File: src/rtl/cu_arb_pkg.sv
// Shared types and constants for the config-unit access arbiter:
// FSM state encoding, requester IDs and well-known config-unit register addresses.
package cu_arb_pkg;

  typedef enum logic [1:0] {
    ST_IDLE,
    ST_ISSUE,
    ST_WAIT_RD,
    ST_RESP
  } arb_state_e;

  typedef enum logic {
    OWN_IFU = 1'b0,
    OWN_DFU = 1'b1
  } owner_e;

  localparam logic [31:0] ADDR_PROG_SIZE  = 32'h3fe;
  localparam logic [31:0] ADDR_PROG_START = 32'h400;
  localparam logic [31:0] ADDR_DMA_SIZE   = 32'h403;
  localparam logic [31:0] ADDR_DMA_SRC    = 32'h405;
  localparam logic [31:0] ADDR_DMA_DST    = 32'h407;
  localparam logic [31:0] ADDR_DFU_2      = 32'h411;
  localparam logic [31:0] ADDR_DFU_3      = 32'h413;

endpackage

File: src/rtl/cu_access_arbiter_rr_arb2.sv
// Two-way round-robin picker: combinational grant vector, registered
// last-grant pointer that only moves when the owning transaction completes.
module rr_arb2
  import cu_arb_pkg::*;
(
  input  logic       clk,
  input  logic       rstn,
  input  logic [1:0] req,
  input  logic       upd,
  input  owner_e     upd_owner,
  output logic [1:0] gnt
);

  owner_e last_q;

  // Pointer starts on DFU so that IFU wins the first contended round.
  always_ff @(posedge clk or negedge rstn) begin
    if (!rstn) begin
      last_q <= OWN_DFU;
    end else if (upd) begin
      last_q <= upd_owner;
    end
  end

  // NOTE: every output of an always_comb gets a default first, so no path can infer a latch.
  always_comb begin
    gnt = 2'b00;
    case (req)
      2'b01:   gnt = 2'b01;
      2'b10:   gnt = 2'b10;
      2'b11:   gnt = (last_q == OWN_DFU) ? 2'b01 : 2'b10;
      default: gnt = 2'b00;
    endcase
  end

endmodule

File: src/rtl/cu_access_arbiter.sv
// Shares the config unit's arbiter-side port between IFU and DFU, serialising
// single-beat register reads/writes and returning data, completion and timeout errors.
module cu_access_arbiter
  import cu_arb_pkg::*;
#(
  parameter int ADDR_WIDTH    = 32,
  parameter int CU_DATA_WIDTH = 64,
  parameter int RD_TIMEOUT    = 15,
  parameter int ERRCNT_WIDTH  = 8
) (
  input  logic                     clk,
  input  logic                     rstn,
  input  logic                     ifu_req,
  input  logic                     ifu_we,
  input  logic [ADDR_WIDTH-1:0]    ifu_addr,
  input  logic [CU_DATA_WIDTH-1:0] ifu_wdata,
  output logic                     ifu_gnt,
  output logic                     ifu_resp_valid,
  output logic [CU_DATA_WIDTH-1:0] ifu_rdata,
  output logic                     ifu_err,
  input  logic                     dfu_req,
  input  logic                     dfu_we,
  input  logic [ADDR_WIDTH-1:0]    dfu_addr,
  input  logic [CU_DATA_WIDTH-1:0] dfu_wdata,
  output logic                     dfu_gnt,
  output logic                     dfu_resp_valid,
  output logic [CU_DATA_WIDTH-1:0] dfu_rdata,
  output logic                     dfu_err,
  output logic [ADDR_WIDTH-1:0]    ar2cu_addr,
  output logic                     ar2cu_addr_valid,
  output logic                     ar2cu_wr_rqst,
  output logic                     ar2cu_rd_rqst,
  output logic [CU_DATA_WIDTH-1:0] ar2cu_data_in,
  output logic                     ar2cu_data_in_valid,
  input  logic [CU_DATA_WIDTH-1:0] cu2ar_data_out,
  input  logic                     cu2ar_data_out_valid,
  input  logic                     cu2ar_busy,
  input  logic                     cu2ar_start_wl,
  output logic [ERRCNT_WIDTH-1:0]  arb_err_cnt
);

  localparam int                CNT_W    = $clog2(RD_TIMEOUT + 1);
  localparam logic [CNT_W-1:0]  CNT_LAST = CNT_W'(RD_TIMEOUT - 1);

  arb_state_e               state_q, state_d;
  owner_e                   owner_q;
  logic                     we_q;
  logic [ADDR_WIDTH-1:0]    addr_q;
  logic [CU_DATA_WIDTH-1:0] wdata_q;
  logic [CNT_W-1:0]         to_cnt_q;
  logic [ERRCNT_WIDTH-1:0]  err_cnt_q;
  logic [CU_DATA_WIDTH-1:0] ifu_rdata_q, dfu_rdata_q;
  logic                     ifu_err_q, dfu_err_q;

  logic                     grant_ok;
  logic [1:0]               req_vec, gnt_vec;
  owner_e                   win;
  logic                     sel_we;
  logic [ADDR_WIDTH-1:0]    sel_addr;
  logic [CU_DATA_WIDTH-1:0] sel_wdata;
  logic                     rd_timeout;
  logic                     res_load;
  logic [CU_DATA_WIDTH-1:0] res_data;
  logic                     res_err;

  // Grant is combinational in IDLE; gating with rstn keeps it low while reset is held.
  assign grant_ok = rstn && cu2ar_start_wl && !cu2ar_busy && (state_q == ST_IDLE);
  assign req_vec  = {dfu_req, ifu_req} & {2{grant_ok}};

  rr_arb2 u_rr (
    .clk       (clk),
    .rstn      (rstn),
    .req       (req_vec),
    .upd       (state_q == ST_RESP),
    .upd_owner (owner_q),
    .gnt       (gnt_vec)
  );

  assign win       = gnt_vec[1] ? OWN_DFU : OWN_IFU;
  assign sel_we    = gnt_vec[1] ? dfu_we    : ifu_we;
  assign sel_addr  = gnt_vec[1] ? dfu_addr  : ifu_addr;
  assign sel_wdata = gnt_vec[1] ? dfu_wdata : ifu_wdata;

  always_comb begin
    state_d = state_q;
    case (state_q)
      ST_IDLE:    if (|gnt_vec) state_d = ST_ISSUE;
      ST_ISSUE:   state_d = we_q ? ST_RESP : ST_WAIT_RD;
      ST_WAIT_RD: if (cu2ar_data_out_valid || rd_timeout) state_d = ST_RESP;
      ST_RESP:    state_d = ST_IDLE;
      default:    state_d = ST_IDLE;
    endcase
  end

  // A valid arriving on the final wait cycle takes precedence over the timeout.
  always_comb begin
    res_load   = 1'b0;
    res_data   = '0;
    res_err    = 1'b0;
    rd_timeout = (state_q == ST_WAIT_RD) && !cu2ar_data_out_valid && (to_cnt_q == CNT_LAST);
    if (state_q == ST_ISSUE && we_q) begin
      res_load = 1'b1;
    end else if (state_q == ST_WAIT_RD && cu2ar_data_out_valid) begin
      res_load = 1'b1;
      res_data = cu2ar_data_out;
    end else if (rd_timeout) begin
      res_load = 1'b1;
      res_err  = 1'b1;
    end
  end

  // NOTE: sequential state uses non-blocking assignments only, so every flop samples pre-edge values.
  always_ff @(posedge clk or negedge rstn) begin
    if (!rstn) begin
      state_q <= ST_IDLE;
    end else begin
      state_q <= state_d;
    end
  end

  always_ff @(posedge clk or negedge rstn) begin
    if (!rstn) begin
      owner_q     <= OWN_IFU;
      we_q        <= 1'b0;
      addr_q      <= '0;
      wdata_q     <= '0;
      to_cnt_q    <= '0;
      err_cnt_q   <= '0;
      ifu_rdata_q <= '0;
      dfu_rdata_q <= '0;
      ifu_err_q   <= 1'b0;
      dfu_err_q   <= 1'b0;
    end else begin
      if (|gnt_vec) begin
        owner_q <= win;
        we_q    <= sel_we;
        addr_q  <= sel_addr;
        // Write data only moves on writes so ar2cu_data_in keeps the last written value.
        if (sel_we) wdata_q <= sel_wdata;
      end
      if (state_q == ST_ISSUE) begin
        to_cnt_q <= '0;
      end else if (state_q == ST_WAIT_RD) begin
        to_cnt_q <= to_cnt_q + 1'b1;
      end
      if (rd_timeout && err_cnt_q != '1) begin
        err_cnt_q <= err_cnt_q + 1'b1;
      end
      if (res_load) begin
        if (owner_q == OWN_IFU) begin
          ifu_rdata_q <= res_data;
          ifu_err_q   <= res_err;
        end else begin
          dfu_rdata_q <= res_data;
          dfu_err_q   <= res_err;
        end
      end
    end
  end

  assign ifu_gnt             = gnt_vec[0];
  assign dfu_gnt             = gnt_vec[1];
  assign ar2cu_addr          = addr_q;
  assign ar2cu_data_in       = wdata_q;
  assign ar2cu_addr_valid    = (state_q == ST_ISSUE);
  assign ar2cu_wr_rqst       = (state_q == ST_ISSUE) && we_q;
  assign ar2cu_rd_rqst       = (state_q == ST_ISSUE) && !we_q;
  assign ar2cu_data_in_valid = (state_q == ST_ISSUE) && we_q;
  assign ifu_resp_valid      = (state_q == ST_RESP) && (owner_q == OWN_IFU);
  assign dfu_resp_valid      = (state_q == ST_RESP) && (owner_q == OWN_DFU);
  assign ifu_rdata           = ifu_rdata_q;
  assign dfu_rdata           = dfu_rdata_q;
  assign ifu_err             = ifu_err_q;
  assign dfu_err             = dfu_err_q;
  assign arb_err_cnt         = err_cnt_q;

endmodule

File: config.mk
export PLATFORM = sky130hd
export DESIGN_NAME = cu_access_arbiter
export DESIGN_NICKNAME = d
export VERILOG_FILES = /design/src/rtl/cu_arb_pkg.sv /design/src/rtl/cu_access_arbiter_rr_arb2.sv /design/src/rtl/cu_access_arbiter.sv
export SDC_FILE = /design/constraint.sdc
export NUM_CORES = 1
export LEC_CHECK = 0
export BUFFER_PORTS_ARGS = -buffer_cell sky130_fd_sc_hd__buf_2
export CAP_MARGIN = 20
export CORE_AREA = 4 4 196 198
export DETAILED_ROUTE_END_ITERATION = 10
export DIE_AREA = 0 0 200 202
export GPL_TIMING_DRIVEN = 0
export SYNTH_ARGS = -nofsm -noshare
export SYNTH_HDL_FRONTEND = slang
export SYNTH_SLANG_ARGS = --single-unit
export TNS_END_PERCENT = 100
File: constraint.sdc
create_clock -name clk -period 2 [get_ports clk]
set_clock_uncertainty 0.15 [all_clocks]
set_input_delay 0.1 -clock clk [delete_from_list [all_inputs] [get_ports clk]]
set_output_delay 0.1 -clock clk [all_outputs]
set_load 0.005 [all_outputs]
==> impl_metrics.tcl <==
set metrics [dict create \
    outcome "finished with violations" \
    violations "setup timing" \
    io_buffers 506 \
    cts-htree-levels 1 \
    hold_depth 4 \
    post-synth-top-count-cell "dfrtp_1" \
    n_fill_cell 3065 \
    path_buf_inv 4 \
    syn_inst 763 \
    die_w_um 200 \
    area_growth_pct 71.8 \
    start_kind "flip-flop" \
    clk_latency_ps 540 \
    sequentialPowerShare 0.360 \
    worstHoldStart "ifu_addr[30]" \
    relSlewSlack 0.583 \
    power_density_nw_per_um2 1210 \
    crit_type "reg -> reg" \
    cts-root-buf "clkbuf_16" \
    core_um2 36500 \
    yosysSeqAreaShare 0.571 \
    clk_pin_slew_worst_paths_ps 60 \
    ant_nets 0 \
    r2r_cells 8 \
    cts_buffers 28 \
    finalMaxSlewViolations 0 \
    r2r_start "u_rr.last_q" \
    worst_pin_slew_ps 625 \
    synth_commonest_cells "242 x dfrtp_1, 128 x a32o_1, 68 x mux2_2" \
    period_minus_slack_ps 2040 \
    synth-edff-count 0 \
    start_util 0.292 \
    grt_use_total 0.213 \
    ys_seq_elements 243 \
    p_comb_frac 0.401 \
    p_leak_uw 0.00912 \
    synth_area_um2 10700 \
    worstPathMaxFanout 10 \
    min_to "ar2cu_addr[30]" \
    grt_pass1_vias 11500 \
    end_kind "flip-flop" \
    setup_slack_ps -43.7 \
    grt_first_pass_wirelength_um 67800 \
    cp.required_ps 2280 \
    num_io_pins 507 \
    crit_family "buffers and inverters" \
    setup_viol 58 \
    final_nets 1876 \
    hold_path.class "in -> reg" \
    drc_errors 0 \
    intPower_uw 14600 \
    ys_top_cells_by_area "dfrtp_1 57%, a32o_1 12%, mux2_4 8.5%" \
    cts_num_sinks 243 \
    fin_util 0.501 \
    dr_total_vias 10500 \
    max-vdd-ir-drop_v 0.000643 \
    cpPeakStageDelay_ps 540 \
    gp_congestion 0.855 \
    die-area_um2 40400 \
    synth_top_area_frac 0.568 \
    die_h_um 202 \
    reg2reg_slack_ps -40 \
    placed_area_um2 13800 \
    synth_warnings 0 \
    max_cap_viol_count 0 \
    grt_max_degree 56 \
    ys_types 43 \
    wl_um 45500 \
    dp_slack_ps -1150 \
    synthArstFlopShare 1.00 \
    syn-num-nets 1036 \
    firstDrtPassIters 4 \
    vias_per_cell 4.98 \
    grt_overflow 0 \
    avgRoutedWirePerCell_um 21.6 \
    swShare 0.340 \
    clockPowerShare 0.239 \
    initialDrtViolationCount 509 \
    rows 70 \
    yosys.area.top_type "dfrtp_1" \
    power_switching_uw 7520 \
    design_area_um2 18300 \
    max_freq_ghz 0.489 \
    slowest_stage "dfstp_2" \
    rsz0062_at_grt "true" \
    crit_chain "a21boi_2, buf_6, buf_6, a32oi_4, nor2_8, buf_12, buf_12, mux2_4" \
    hpwl_um 30600 \
    cts_tree "built" \
    layout-drive-gt1-share 0.491 \
    finalHoldViolations 0 \
    cts_max_path_buffers 3 \
    antenna_found_initial 12 \
    r2r-end "ar2cu_data_in[12]" \
    arrival_ps 2330 \
    timing.final.crit_share 1.02 \
    synth.avg_cell_area_um2 14.0 \
    ys.flop_type "dfrtp_1" \
]
## cells by family after synthesis
kind of cell / after synthesis / share of synthesized area
compound gates: 184 / 0.151
xor+xnor: 4 / 0.00329
flops: 243 / 0.571
buf+inv: 73 / 0.0350
simple gates: 87 / 0.0395
fa+ha+maj: 8 / 0.00939
mux: 164 / 0.191
## what timing repair did
item | 4_1_cts | 5_1_grt
setup endpoints to repair | 232 | 213
pin swaps | 3 | 3
hold buffers | 277 | 4
buffers inserted | 14 | 6
endpoints found under the hold margin | 371 | 4
resized for setup | 103 | 22
gates cloned | 2 | 1
## routing by layer
metal  global-route usage  vias to the layer above  wire (um)
met5                    0                        -          0
met2                0.380                      532      23300
met3               0.0515                      119       3460
met1                0.245                     5205      16800
met4               0.0827                        0       1900
li1                     -                     4608          -
## power by group through the flow
stage                     clock network, uW  registers, uW  logic [uW]
after detailed placement                  0           7900        7740
after CTS                              5390           7880        8740
after floorplan                           0           8000        3860
after global routing                   5580           8160        9630
final                                  5280           7970        8890
after global placement                    0           7870        7620
## cell usage in the layout, fill, tap and decap left out, types with 6 or more instances in the layout
cell / netlist / layout
buf_2: 16 / 520
dlygate4sd3_1: 0 / 268
dfrtp_1: 242 / 242
a32o_1: 128 / 128
mux2_2: 68 / 68
mux2_4: 60 / 60
nor2_1: 45 / 44
a21oi_1: 39 / 38
buf_4: 1 / 33
mux2i_1: 32 / 30
clkbuf_16: 0 / 29
diode_2: 0 / 12
nand2_1: 13 / 11
buf_12: 0 / 10
clkbuf_4: 0 / 10
clkbuf_8: 0 / 8
buf_16: 0 / 8
clkinv_2: 0 / 7
clkbuf_1: 26 / 6
clkbuf_2: 0 / 6
## cell type report
cell class	count	area, um^2	share of cell area
sequential	243	6080	0.332
clock inverter	14	186	0.0102
multi-input combinational	447	4280	0.234
clock buffer	35	757	0.0413
tap	468	586	0.0320
timing repair buffer	811	5800	0.317
buffer	65	558	0.0305
antenna	12	30.0	0.00164
inverter	7	28.8	0.00157
## sequential cells by signal (all words and copies together) (netlist names)
register	cells
to_cnt_q	4
ar2cu_addr	32
u_rr.last_q	1
ifu_err	1
owner_q	1
dfu_err	1
dfu_rdata	64
we_q	1
arb_err_cnt	8
state_q	2
ifu_rdata	64
ar2cu_data_in	64
## per-stage QoR
stage / std cells / total power (uW) / hold WS (ps) / TNS, ps
floorplan: 763 / 11900 / -346 / 0
global placement: 1737 / 15500 / 210 / -1474310
detailed placement: 1739 / 15600 / -112 / -180380
CTS: 2080 / 22000 / 138 / -1910
global route: 2101 / 23400 / 8.74 / -11300
finish: 2102 / 22100 / 9.85 / -1080
## worst reg2reg max path, cell delays in order, from the launching register on
cell      delay [ps]
dfstp_2          540
a21boi_2          50
buf_6            130
buf_6            110
a32oi_4          230
nor2_8            70
buf_12           160
buf_12           180
mux2_4           310
## how the worst max path moves through the flow
| stage | end | slack, ps | depth (start not counted) | start |
|---|---|---|---|---|
| CTS | ar2cu_data_in[28] | -40 | 8 | u_rr.last_q |
| global placement | ar2cu_addr[10] | -4660 | 6 | rstn |
| floorplan | dfu_rdata[10] | 80 | 7 | state_q[1] |
| finish | ar2cu_data_in[12] | -40 | 8 | u_rr.last_q |
| detailed placement | ar2cu_addr[26] | -1150 | 8 | rstn |
| global route | dfu_gnt | -130 | 5 | state_q[1] |
No activity file was read; power rests on OpenSTA's default activity.
